## src/rtl/fwd_pkg.sv

```systemverilog
// Shared types for the forwarding / load-use hazard unit.
// Holds the tracking-entry layout, the bubble value and select-width helpers.
package fwd_pkg;

  localparam int ENT_AW   = 5;
  localparam int ENT_NSRC = 2;

  function automatic int fwd_clog2(input int n);
    int r;
    r = 0;
    while ((1 << r) < n) r++;
    return (r < 1) ? 1 : r;
  endfunction

  localparam int SEL_W = fwd_clog2(2 + 1);

  typedef struct packed {
    logic                               valid;
    logic                               reg_write;
    logic                               mem_read;
    logic [ENT_AW-1:0]                  rd;
    logic [ENT_NSRC-1:0][ENT_AW-1:0]    rs;
    logic [ENT_NSRC-1:0]                rs_used;
  } ent_t;

  localparam ent_t BUBBLE = '0;

  // x0 is hardwired zero: it never produces a value
  function automatic logic is_prod(input ent_t e);
    return e.valid & e.reg_write & (e.rd != '0);
  endfunction

endpackage

```

## src/rtl/fwd_prio_match.sv

```systemverilog
// Priority comparator: one source register against tracked stages 1..DEPTH.
// Ports: rs/en in, ents = E[1..DEPTH] in, sel = youngest matching stage or 0.
module fwd_prio_match
  import fwd_pkg::*;
#(
  parameter int DEPTH = 2,
  parameter int SEL_W = 2
) (
  input  logic [ENT_AW-1:0] rs,
  input  logic              en,
  input  ent_t              ents [DEPTH],
  output logic [SEL_W-1:0]  sel
);

  // Scan oldest to youngest so the youngest match overwrites.
  always_comb begin
    sel = '0;
    if (en) begin
      for (int k = DEPTH - 1; k >= 0; k--) begin
        if (is_prod(ents[k]) && ents[k].rd == rs) begin
          sel = SEL_W'(k + 1);
        end
      end
    end
  end

endmodule

```

## src/rtl/forward_hazard_unit.sv

```systemverilog
// Operand forwarding select and load-use stall generation for the core pipe.
// Ports: ID instruction fields + flush/clr_cnt in; stall_o, fwd_sel_o, stall_cnt_o out.
module forward_hazard_unit
  import fwd_pkg::*;
#(
  parameter  int REG_AW    = 5,
  parameter  int NUM_SRC   = 2,
  parameter  int FWD_DEPTH = 2,
  parameter  int LOAD_LAT  = 1,
  parameter  int CNT_W     = 32,
  localparam int SEL_W     = fwd_clog2(FWD_DEPTH + 1)
) (
  input  logic                     clk,
  input  logic                     arst_n,
  input  logic                     id_valid,
  input  logic [REG_AW-1:0]        id_rd,
  input  logic                     id_reg_write,
  input  logic                     id_mem_read,
  input  logic [NUM_SRC*REG_AW-1:0] id_rs,
  input  logic [NUM_SRC-1:0]       id_rs_used,
  input  logic                     flush,
  input  logic                     clr_cnt,
  output logic                     stall_o,
  output logic [NUM_SRC*SEL_W-1:0] fwd_sel_o,
  output logic [CNT_W-1:0]         stall_cnt_o
);

  ent_t ent_q [FWD_DEPTH+1];
  ent_t older [FWD_DEPTH];
  ent_t id_ent;
  logic hazard;
  logic accept;

  always_comb begin
    id_ent           = BUBBLE;
    id_ent.valid     = 1'b1;
    id_ent.reg_write = id_reg_write;
    id_ent.mem_read  = id_mem_read;
    id_ent.rd        = ENT_AW'(id_rd);
    id_ent.rs_used   = ENT_NSRC'(id_rs_used);
    for (int j = 0; j < NUM_SRC; j++) begin
      id_ent.rs[j] = ENT_AW'(id_rs[j*REG_AW +: REG_AW]);
    end
  end

  // A load is only unresolved while it sits in stages 0..LOAD_LAT-1.
  always_comb begin
    hazard = 1'b0;
    for (int k = 0; k < LOAD_LAT; k++) begin
      for (int j = 0; j < NUM_SRC; j++) begin
        if (id_rs_used[j] && is_prod(ent_q[k]) && ent_q[k].mem_read &&
            ent_q[k].rd == ENT_AW'(id_rs[j*REG_AW +: REG_AW])) begin
          hazard = 1'b1;
        end
      end
    end
  end

  assign stall_o = id_valid & ~flush & hazard;
  assign accept  = id_valid & ~flush & ~hazard;

  always_ff @(posedge clk or negedge arst_n) begin
    if (!arst_n) begin
      for (int k = 0; k <= FWD_DEPTH; k++) begin
        ent_q[k] <= BUBBLE;
      end
    end else begin
      for (int k = 1; k <= FWD_DEPTH; k++) begin
        ent_q[k] <= ent_q[k-1];
      end
      ent_q[0] <= accept ? id_ent : BUBBLE;
    end
  end

  always_ff @(posedge clk or negedge arst_n) begin
    if (!arst_n) begin
      stall_cnt_o <= '0;
    end else if (clr_cnt) begin
      stall_cnt_o <= '0;
    end else if (stall_o && stall_cnt_o != '1) begin
      stall_cnt_o <= stall_cnt_o + 1'b1;
    end
  end

  always_comb begin
    for (int k = 0; k < FWD_DEPTH; k++) begin
      older[k] = ent_q[k+1];
    end
  end

  for (genvar j = 0; j < NUM_SRC; j++) begin : g_op
    fwd_prio_match #(
      .DEPTH (FWD_DEPTH),
      .SEL_W (SEL_W)
    ) u_match (
      .rs   (ent_q[0].rs[j]),
      .en   (ent_q[0].valid & ent_q[0].rs_used[j]),
      .ents (older),
      .sel  (fwd_sel_o[j*SEL_W +: SEL_W])
    );
  end

endmodule

```

## config.mk

```make
export PLATFORM = sky130hd
export DESIGN_NAME = forward_hazard_unit
export DESIGN_NICKNAME = d
export VERILOG_FILES = /design/src/rtl/fwd_pkg.sv /design/src/rtl/fwd_prio_match.sv /design/src/rtl/forward_hazard_unit.sv
export SDC_FILE = /design/constraint.sdc
export NUM_CORES = 1
export LEC_CHECK = 0
export CORE_ASPECT_RATIO = 1.1
export CORE_MARGIN = 3
export CORE_UTILIZATION = 45
export CTS_BUF_LIST = sky130_fd_sc_hd__clkbuf_16
export DETAILED_ROUTE_END_ITERATION = 8
export MAX_ROUTING_LAYER = met4
export PLACE_DENSITY_LB_ADDON = 0.12
export SLEW_MARGIN = 20
export SYNTH_ARGS = -nofsm -noshare
export SYNTH_HDL_FRONTEND = slang
export SYNTH_SLANG_ARGS = --single-unit
```

## constraint.sdc

```tcl
create_clock -name clk -period 2.4 [get_ports clk]
set_clock_uncertainty 0.1 [all_clocks]
set_input_delay 0.36 -clock clk [delete_from_list [all_inputs] [get_ports clk]]
set_output_delay 0.36 -clock clk [all_outputs]
set_load 0.01 [all_outputs]
```

Yosys cells after proc, flatten, opt, wreduce, memory -nomap -nowiden --
Index checks and enable logic that the tools add are counted.
Storage, ports and cells: register bits after elaboration 66, bits of input ports 24, latch bits 0, RAM bits 0, memory bits (read-only) 0, output and inout port bits 37, memories 0, word-level logic and storage cells 61
Cells by class: multipliers 0, shift-type cells 0, bitwise operators 13, reduce and logical (&&, ||, !) cells 15, $lt $le $gt $ge 0, $add $sub $neg 1, muxes and demuxes 11, div/mod/pow operators 0, equality and inequality tests 7
Operators by type and width (count):
- 32-bit two-way mux | 2
- 32-bit by 1-bit adder with 32-bit output, second input constant | 1
- 32-bit != test, second input constant | 1
- 5-bit == test | 6
- 20-bit two-way mux | 1
- 5-bit nonzero test | 3
- 2-bit two-way mux | 6
- 1-bit AND | 11
- 1-bit logical AND | 11
- 1-bit two-way mux | 2
- 1-bit NOT | 2
- 2-bit nonzero test | 1

Longest topological paths before layout --
Gate-level depths: netlist (run 1).
word-level depth 11, depth in mapped cells 9, depth with buffers taken out 7

Cells and area by module --
Synthesis (run 1) repeated with hierarchy kept, for this count alone.
Second synthesis, totals: cells, all modules 359, area, all modules 3936.3 µm²
Modules (own cells, without submodules):
- forward_hazard_unit | sequential area each 2302.2 µm², cells an instance 309, area each 3621.0 µm², times used 1
- fwd_prio_match | sequential area each 0.0 µm², cells an instance 25, area each 157.7 µm², times used 2

Worst setup path after synthesis (run 1) --
OpenSTA, ideal clock, no wires.
kind reg2reg, from reg stall_cnt_o[0], to reg stall_cnt_o[1], clock period less this slack 2261 ps, buffers on the path 2, data arrival time 2029 ps, data required time 2168 ps, setup time 132 ps, stages on the path, launching flop included 10, path slack 139 ps, cells stage by stage dfrtp_1 ha_1 nand3_2 nor4_4 nand4_1 nand3_2 buf_6 buf_2 mux2i_1 nor2_1
Between the ends: longest elaborated chain between the ends 3, elaborated cells on any way between the ends 6, those cells by class add/sub (1); eq/ne (1); mux (2); reduce/logical (2)
RTL lines:
- from (decl) | line forward_hazard_unit.sv:25 | output logic [CNT_W-1:0] stall_cnt_o
- from (signal assigned) | line forward_hazard_unit.sv:81 | stall_cnt_o <= stall_cnt_o + 1'b1;
- 32-bit by 1-bit adder with 32-bit output or 32-bit != test (tied branches) | line forward_hazard_unit.sv:81, forward_hazard_unit.sv:80
- 32-bit two-way mux or 1-bit logical AND (tied branches) | line forward_hazard_unit.sv:80 | end else if (stall_o && stall_cnt_o != '1) begin
- 32-bit two-way mux or 2-bit nonzero test (tied branches)
Several ways; a longest one is shown, not always the timed one. The select of a mux whose other input is x is not followed. A chain may end at the register's enable or synchronous reset.

Worst setup path after layout (run 1) --
from reg ent_q[33] (netlist bit), to out fwd_sel_o[1]
Between the ends: longest elaborated chain between the ends 5, elaborated cells on any way between the ends 6, those cells by class eq/ne (1); mux (2); bitwise (1); reduce/logical (2)
RTL lines:
- from (decl) | line forward_hazard_unit.sv:28 | ent_t ent_q [FWD_DEPTH+1];
- from (signal, indexed assignment) | line forward_hazard_unit.sv:69 | ent_q[k] <= ent_q[k-1];
- 5-bit nonzero test | line fwd_pkg.sv:30 | return e.valid & e.reg_write & (e.rd != '0);
- 1-bit AND | line fwd_pkg.sv:30
- 1-bit logical AND * | line fwd_prio_match.sv:20 | if (is_prod(ents[k]) && ents[k].rd == rs) begin
- 2-bit two-way mux * | line fwd_prio_match.sv:20
- 2-bit two-way mux * | line fwd_prio_match.sv:18 | if (en) begin
- to (decl) | line forward_hazard_unit.sv:24 | output logic [NUM_SRC*SEL_W-1:0] fwd_sel_o,
Mark *: on every way between the ends. The rest lies on a longest branch, timed or not.

==> results of run 1 <==
power by group through the flow:
stage	Combinational [mW]	Sequential [mW]	Clock (mW)
4_1_cts	0.160	1.16	1.19
3_5_place_dp	0.154	1.18	0
5_1_grt	0.176	1.16	1.24
3_3_place_gp	0.152	1.18	0
6_report	0.159	1.16	1.18
2_1_floorplan	0.0659	1.17	0
metrics by stage:
stage	util	setup WS, ns	setup TNS, ns
floorplan	-	0.139	0
global route	0.647	-0.0798	-0.205
CTS	0.645	-0.0273	-0.0295
global placement	0.602	-0.159	-0.733
finish	0.647	0.000612	0
detailed placement	0.602	-0.206	-1.93
area by class of cell:
type / instances / area [µm²]
Clock inverter: 7 / 46.3
Clock buffer: 9 / 225
Multi-Input combinational cell: 231 / 1520
Tap cell: 82 / 103
Fill cell: 549 / 2400
Sequential cell: 66 / 1650
Timing Repair Buffer: 93 / 838
Inverter: 3 / 11.3
worst max path at each step:
stage	startpoint	to	slack [ns]	cells after the start
2_1_floorplan	stall_cnt_o[0]	stall_cnt_o[1]	0.14	9
3_3_place_gp	id_rs[8]	stall_o	-0.16	8
3_5_place_dp	id_rs[6]	stall_o	-0.21	8
4_1_cts	ent_q[35]	fwd_sel_o[3]	-0.03	6
5_1_grt	ent_q[33]	fwd_sel_o[3]	-0.08	6
6_report	ent_q[33]	fwd_sel_o[1]	0.0006	6
worst max-delay path, cell delays in order (launching register included):
cell	delay, ns
dfrtp_1	0.38
or4_1	0.50
o211ai_1	0.22
buf_4	0.15
nor4_2	0.04
nor3_1	0.15
buf_2	0.17
placed cells by master, fill, tap and decap left out, types with 8 or more instances in the layout:
cell type        count
nand3_1             16
clkbuf_16            9
a21oi_1             29
buf_4               31
or4_1                8
dfrtp_1             66
xor2_1              13
clkdlybuf4s50_1     54
o21ai_0             22
or3_1               21
nand4_1             17
xnor2_1             18
nor2_1              11
nand2_1              9
and2_1              19
timing repair:
item                                    4_1_cts  5_1_grt
endpoints found under the setup margin        5        7
pin swaps                                     5        3
cloned                                        0        0
endpoints found under the hold margin        66        0
gates resized for setup                      20        1
buffers inserted                              1        2
hold buffers                                  1        0
flip-flops by register name, indices dropped and copies added (netlist names):
signal / flops
ent_q: 34
stall_cnt_o: 32
metal layers:
| metal | global-route usage | up-vias | part of all wire |
|---|---|---|---|
| met5 | - | - | 0 |
| met4 | 0.0610 | 0 | 0.012 |
| met3 | 0.0480 | 10 | 0.041 |
| met2 | 0.285 | 52 | 0.46 |
| met1 | 0.281 | 1300 | 0.49 |
| li1 | - | 1329 | - |
kinds of logic after synthesis:
family / count (synthesis)
AND/OR/NAND/NOR: 135
flip-flops: 66
AO/OA/AOI/OAI: 60
XOR/XNOR: 31
buffers and inverters: 15
multiplexers: 4
adder cells (fa/ha/maj): 1
==> impl_metrics.tcl, run 1 <==
set metrics [dict create \
    status "finished clean" \
    synth_ff_type "dfrtp_1" \
    fmax_mhz 417 \
    p_leak_nw 1.84 \
    avgRoutedWirePerCell_um 15.4 \
    min_path_cells 0 \
    crit_type "reg2out" \
    drt_pass1_iterations 4 \
    p_int_mw 1.91 \
    row_count 31 \
    period_minus_slack_ns 2.40 \
    portBuffers 60 \
    synth_top_family_by_area "simple AND/OR/NAND/NOR gates" \
    drc 0 \
    clk_latency_ns 0.33 \
    dieWidth_um 86.9 \
    layout.nets 429 \
    p_comb_frac 0.064 \
    setup_viol 0 \
    finalWirelength_um 7570 \
    synth_nets 337 \
    coreArea_um2 6790 \
    synthSimpleGateAreaFrac 0.262 \
    antenna_found_initial 0 \
    areaGrowthSynthToFinish_pct 35.6 \
    dp_cells 471 \
    critPathArrivalTime_ns 1.94 \
    crit_required_ns 1.94 \
    numCtsBuffers 9 \
    placed_cell_area_um2 4090 \
    die_y_um 95.0 \
    layout-drive-gt1-share 0.166 \
    synth_seq_cells 66 \
    ant_nets 0 \
    grt_usage 0.199 \
    synth.distinct_cells 43 \
    insertedDiodeCount 0 \
    ctsRootBufferMaster "clkbuf_16" \
    vias 2691 \
    whs_endpoint "ent_q[19]" \
    reg2regPathDepth 10 \
    viasPerCell 5.48 \
    r2r_start "stall_cnt_o[0]" \
    grt_pass1_wl_um 12400 \
    slew-limit-headroom 0.764 \
    min_path_type "reg2reg" \
    num_io_pins 61 \
    synth_area_um2 3240 \
    end_kind "output pin" \
    period_share 1.00 \
    p_clk_frac 0.472 \
    syn_avg_cell_area_um2 10.4 \
    ir_worst_vdd_v 0.000474 \
    clk_path_buf_depth 2 \
    postSynth.asyncResetShare 1.00 \
    worstReg2RegEnd "stall_cnt_o[1]" \
    synth-compound-area-share 0.0993 \
    synth.most_common_cell "dfrtp_1" \
    switching_share 0.232 \
    cts_max_level 3 \
    rrSetupSlack_ns 0.19 \
    final_max_slew_viol_count 0 \
    p_switching_mw 0.579 \
    min_from "ent_q[39]" \
    seqPwrFrac 0.465 \
    hold_slack_ns 0.286 \
    clkSinkCount 66 \
    cts.clk_slew.worst_paths_ns 0.06 \
    yosysSeqAreaShare 0.510 \
    cap_violations 0 \
    stdcell_area_um2 4390 \
    routabilityCongestion 0.792 \
    power_mw 2.49 \
    yosys-top-cells-count "66 x dfrtp_1, 29 x a21oi_1, 22 x o21ai_0" \
    start_util 0.477 \
    synth_mux_area_frac 0.0135 \
    grt_pass1_vias 2595 \
    finish.cell_count_without_fillers 491 \
    tightestPinTransition_ns 0.354 \
    syn_inst 312 \
    hpwl_um 5460 \
    synth_top_area_share 0.510 \
    rsz0062_at_grt "yes" \
    synthTopCellsByArea "dfrtp_1 51%, xnor2_1 4.9%, a21oi_1 4.5%, or3_1 4.1%, and2_1 3.7%" \
    tritoncts "done" \
    drt-initial-drc-count 174 \
    start_kind "register" \
    synth-edff-count 0 \
    synthXorXnorAreaFrac 0.0838 \
    grt_overflow 0 \
    dieArea_um2 8250 \
    synthAdderAreaFrac 0.00386 \
    path_max_fanout 2 \
    synth_area_leader_cell "dfrtp_1" \
    grt_max_degree 67 \
    yosysWarnings 0 \
    hold_viol 0 \
    p_per_area_nw_per_um2 568 \
]
(Power assumes the default switching activity.)
==> run 2, diff against run 1 <==
--- a/config.mk
+++ b/config.mk
@@ -12,6 +12,7 @@
 export DETAILED_ROUTE_END_ITERATION = 8
 export MAX_ROUTING_LAYER = met4
 export PLACE_DENSITY_LB_ADDON = 0.12
+export SKIP_LAST_GASP = 1
 export SLEW_MARGIN = 20
 export SYNTH_ARGS = -nofsm -noshare
 export SYNTH_HDL_FRONTEND = slang
==> impl_metrics.tcl, run 2 (synthesis gave the netlist of run 1 again) <==
set metrics [dict create \
    status "complete, but fails checks" \
    violations "setup timing" \
    grt_overflow 0 \
    layout.nets 429 \
    final_max_slew_viol_count 0 \
    start_util 0.477 \
    period_share 1.02 \
    crit_chain "or4_1 -> o211ai_1 -> buf_4 -> nor4_2 -> nor3_1 -> buf_2" \
    ir_worst_vdd_v 0.000474 \
    viasPerCell 5.52 \
    largest-register "ent_q" \
    dp_slack_ns -0.206 \
    critPathArrivalTime_ns 1.98 \
    numCtsBuffers 9 \
    tritoncts "done" \
    die_y_um 95.0 \
    largest_reg_flops 34 \
    stdcell_area_um2 4410 \
    critPathSlowestCell "or4_1" \
    end_kind "output pin" \
    antenna_found_initial 0 \
    slew-limit-headroom 0.763 \
    row_count 31 \
    ant_nets 0 \
    layout-drive-gt1-share 0.169 \
    grt_max_degree 67 \
    finalWirelength_um 7590 \
    dieWidth_um 86.9 \
    path_max_fanout 2 \
    dieArea_um2 8250 \
    clk_latency_ns 0.33 \
    setup_ws_ns -0.0430 \
    fmax_mhz 409 \
    grt_usage 0.199 \
    portBuffers 60 \
    rsz0062_at_grt "yes" \
    hpwl_um 5460 \
    rrSetupSlack_ns 0.19 \
    cts.clk_slew.worst_paths_ns 0.05 \
    vias 2710 \
    coreArea_um2 6790 \
    crit_type "reg2out" \
    setup_viol 1 \
    period_minus_slack_ns 2.44 \
    insertedDiodeCount 0 \
    clk_path_buf_depth 2 \
    start_kind "register" \
    routabilityCongestion 0.792 \
    hold_viol 0 \
    layout_commonest_cell "dfrtp_1" \
    p_leak_nw 1.85 \
    clkSinkCount 66 \
    drc 0 \
    tightestPinTransition_ns 0.355 \
    cts_max_level 3 \
    areaGrowthSynthToFinish_pct 36.1 \
    grt_pass1_wl_um 12400 \
    p_per_area_nw_per_um2 567 \
    drt-initial-drc-count 164 \
    slowest_delay_ns 0.51 \
    drt_pass1_iterations 4 \
    num_io_pins 61 \
    crit_required_ns 1.94 \
    min_path_type "reg2reg" \
    placed_cell_area_um2 4090 \
    avgRoutedWirePerCell_um 15.5 \
    final_cell_mix "66 x dfrtp_1, 54 x clkdlybuf4s50_1, 31 x buf_4" \
    cap_violations 0 \
    grt_pass1_vias 2592 \
    hold_slack_ns 0.286 \
    reg.largest.list "ent_q x34, stall_cnt_o x32" \
    ctsRootBufferMaster "clkbuf_16" \
]
## run 2: cell counts in the layout (fill, tap and decap cells not counted)
Identical to the previous run, type by type.
## run 2: what timing repair did
action	CTS	global route
endpoints found under the hold margin	66	0
gates resized for setup	14	9
endpoints found under the setup margin	5	7
gates cloned	0	0
hold buffers	1	0
buffers inserted	1	2
pin swaps	4	7
## run 2: worst paths after layout
check / depth (start not counted) / from / end
worst min register to register: 0 / ent_q[39] / ent_q[19]
min in group asynchronous: 3 / arst_n / ent_q[13]
worst max register to register: 10 / stall_cnt_o[0] / stall_cnt_o[1]
worst max-delay path: 6 / ent_q[32] / fwd_sel_o[1]
max in group asynchronous: 3 / arst_n / ent_q[57]
worst min-delay path: 0 / ent_q[39] / ent_q[19]
## run 2: final cells by class
cell class	count	area, µm²
Timing Repair Buffer	93	838
Inverter	3	11.3
Multi-Input combinational cell	231	1530
Clock inverter	7	46.3
Sequential cell	66	1650
Fill cell	551	2380
Clock buffer	9	225
Tap cell	82	103
## run 2: power by group
group / leakage, nW / internal (mW) / switching, mW / total, mW
combinational: 0.814 / 0.0853 / 0.0758 / 0.161
sequential: 0.903 / 1.14 / 0.0224 / 1.16
clock: 0.129 / 0.694 / 0.484 / 1.18
total: 1.85 / 1.91 / 0.582 / 2.50
## run 2: worst max-delay path: cells and delay by family, from the launching register on
| kind | cells | cell delay [ns] |
|---|---|---|
| buffers and inverters | 2 | 0.31 |
| AND/OR/NAND/NOR | 3 | 0.74 |
| AO/OA/AOI/OAI | 1 | 0.22 |
| flip-flops | 1 | 0.38 |
## run 2: metal layers
| metal | vias up | share of wire | GRT usage |
|---|---|---|---|
| li1 | 1330 | - | - |
| met1 | 1307 | 0.49 | 0.281 |
| met2 | 63 | 0.46 | 0.285 |
| met3 | 10 | 0.041 | 0.0471 |
| met4 | 0 | 0.012 | 0.0610 |
| met5 | - | 0 | - |
## run 2: stage by stage
stage                     TNS [ns]  total power, mW  cells   util
after global routing        -0.304             2.58    491  0.649
after global placement      -0.733             1.33    471  0.602
after CTS                   -0.234             2.50    489  0.646
final                      -0.0430             2.50    491  0.649
after detailed placement     -1.93             1.33    471  0.602
after floorplan                  0             1.24    312      -
==> run 3, diff against run 2 <==
--- a/config.mk
+++ b/config.mk
@@ -13,7 +13,6 @@
 export MAX_ROUTING_LAYER = met4
 export PLACE_DENSITY_LB_ADDON = 0.12
 export SKIP_LAST_GASP = 1
-export SLEW_MARGIN = 20
 export SYNTH_ARGS = -nofsm -noshare
 export SYNTH_HDL_FRONTEND = slang
 export SYNTH_SLANG_ARGS = --single-unit
==> constraint.sdc (replaced) <==
create_clock -name clk -period 3 [get_ports clk]
set_clock_uncertainty 0.1 [all_clocks]
set_input_delay 0.45 -clock clk [delete_from_list [all_inputs] [get_ports clk]]
set_output_delay 0.45 -clock clk [all_outputs]
set_load 0.01 [all_outputs]
==> impl_metrics.tcl, run 3 (synthesis gave the netlist of run 1 again) <==
set metrics [dict create \
    stdcell_area_um2 4260 \
    final_cell_mix "66 x dfrtp_1, 57 x clkdlybuf4s50_1, 29 x a21oi_1" \
    vias 2612 \
    p_leak_nw 1.78 \
    cts_max_level 3 \
    grt_usage 0.192 \
    coreArea_um2 6790 \
    path_buf_inv 3 \
    p_int_mw 1.68 \
    tritoncts "done" \
    portBuffers 60 \
    crit_type "in2out" \
    p_switching_mw 0.426 \
    clkSinkCount 66 \
    layout.nets 405 \
    slowest_delay_ns 0.54 \
    viasPerCell 5.59 \
    avgRoutedWirePerCell_um 15.3 \
    dieArea_um2 8250 \
    rrSetupSlack_ns 0.49 \
    reg2regPathDepth 6 \
    slew-limit-headroom 0.505 \
    setup_tns_ns 0 \
    r2r_start "stall_cnt_o[0]" \
    p_comb_frac 0.052 \
    largest-register "ent_q" \
    hold_viol 0 \
    num_io_pins 61 \
    grt_max_degree 61 \
    p_clk_frac 0.507 \
    critPathSlowestCell "clkdlybuf4s50_1" \
    ir_worst_vdd_v 0.000321 \
    clk_path_buf_depth 2 \
    worstReg2RegEnd "stall_cnt_o[25]" \
    layout-drive-gt1-share 0.0935 \
    period_minus_slack_ns 2.89 \
    drt_pass1_iterations 4 \
    routabilityCongestion 0.856 \
    crit_required_ns 2.45 \
    path_max_fanout 3 \
    cp_top_family "buffers and inverters" \
    end_kind "output pin" \
    startpoint "id_rs[6]" \
    dieWidth_um 86.9 \
    min_path_type "reg2reg" \
    cts.clk_slew.worst_paths_ns 0.05 \
    min_path_cells 0 \
    placed_cell_area_um2 3930 \
    worst_path_most_repeated_cell "clkdlybuf4s50_1" \
    start_kind "input pin" \
    finalWirelength_um 7140 \
    layout_commonest_cell "dfrtp_1" \
    fmax_mhz 346 \
    grt_overflow 0 \
    grt_pass1_vias 2511 \
    antenna_found_initial 0 \
    ant_nets 0 \
    tightestPinTransition_ns 0.743 \
    fill_cells 548 \
    status "finished clean" \
    reg.largest.list "ent_q x34, stall_cnt_o x32" \
    p_per_area_nw_per_um2 496 \
    crit_chain "clkdlybuf4s50_1 -> xnor2_1 -> nand4_1 -> o22ai_1 -> nand2_1 -> inv_1 -> clkdlybuf4s50_1" \
    period_share 0.963 \
    final_max_slew_viol_count 0 \
    clk_latency_ns 0.32 \
    start_util 0.477 \
    rsz0062_at_grt "no" \
    drt-initial-drc-count 133 \
    min_from "ent_q[39]" \
    numCtsBuffers 9 \
    cap_violations 0 \
    grt_pass1_wl_um 12000 \
    whs_endpoint "ent_q[19]" \
    die_y_um 95.0 \
    setup_viol 0 \
    row_count 31 \
    hpwl_um 4980 \
    seqPwrFrac 0.441 \
    ctsRootBufferMaster "clkbuf_16" \
    drc 0 \
    switching_share 0.202 \
    critPathArrivalTime_ns 2.34 \
    insertedDiodeCount 0 \
    largest_reg_flops 34 \
    areaGrowthSynthToFinish_pct 31.5 \
]
-- run 3: timing repair --
| action | in CTS | in global routing |
|---|---|---|
| buffers inserted | 0 | 0 |
| hold buffers | 1 | 0 |
| setup endpoints to repair | 0 | 2 |
| resized for setup | 0 | 2 |
| hold endpoints to repair | 6 | 0 |
-- run 3: worst max path at each step --
stage	to	slack (ns)	cells past startpoint
after floorplan	stall_cnt_o[1]	0.74	9
after global placement	stall_o	0.21	7
after detailed placement	stall_o	0.15	7
after CTS	fwd_sel_o[3]	0.009	5
after global routing	stall_o	0.02	7
final	stall_o	0.11	7
-- run 3: power by group through the flow --
stage / Sequential (mW) / Combinational (mW) / Clock [mW]
after CTS: 0.930 / 0.112 / 1.09
after global routing: 0.932 / 0.122 / 1.13
final: 0.930 / 0.110 / 1.07
after global placement: 0.944 / 0.109 / 0
after detailed placement: 0.945 / 0.110 / 0
after floorplan: 0.939 / 0.0527 / 0
-- run 3: layout make-up --
type | count | area [µm²] | area share
well taps | 82 | 103 | 0.0241
inverters | 3 | 11.3 | 0.00265
clock inverters | 7 | 85.1 | 0.0200
clock buffers | 9 | 225 | 0.0529
repair buffers | 69 | 683 | 0.160
multi-input cells | 231 | 1500 | 0.352
flip-flops and latches | 66 | 1650 | 0.388
-- run 3: metal layers --
layer / vias up / GRT usage / routed length, µm
met5: - / - / 0
met4: 0 / 0.0818 / 108
met3: 9 / 0.0349 / 355
met2: 62 / 0.270 / 3350
met1: 1255 / 0.272 / 3330
li1: 1286 / - / -
-- run 3: worst register-to-register path, cell delays in order (launching register included) --
cell,delay (ns)
dfrtp_1,0.43
ha_1,0.23
nand3_2,0.19
nor4_4,0.42
nand4_1,0.38
and4_1,0.34
mux2_1,0.31
-- run 3: per-stage QoR --
step | hold slack, ns | instances | total power, mW | util | setup slack [ns]
final | 0.271 | 467 | 2.11 | 0.627 | 0.112
after detailed placement | 0.182 | 450 | 1.06 | 0.579 | 0.153
after floorplan | 0.0544 | 312 | 0.991 | - | 0.739
after global placement | 0.182 | 450 | 1.05 | 0.579 | 0.213
after CTS | 0.271 | 467 | 2.13 | 0.626 | 0.00851
after global routing | 0.286 | 467 | 2.18 | 0.627 | 0.0169
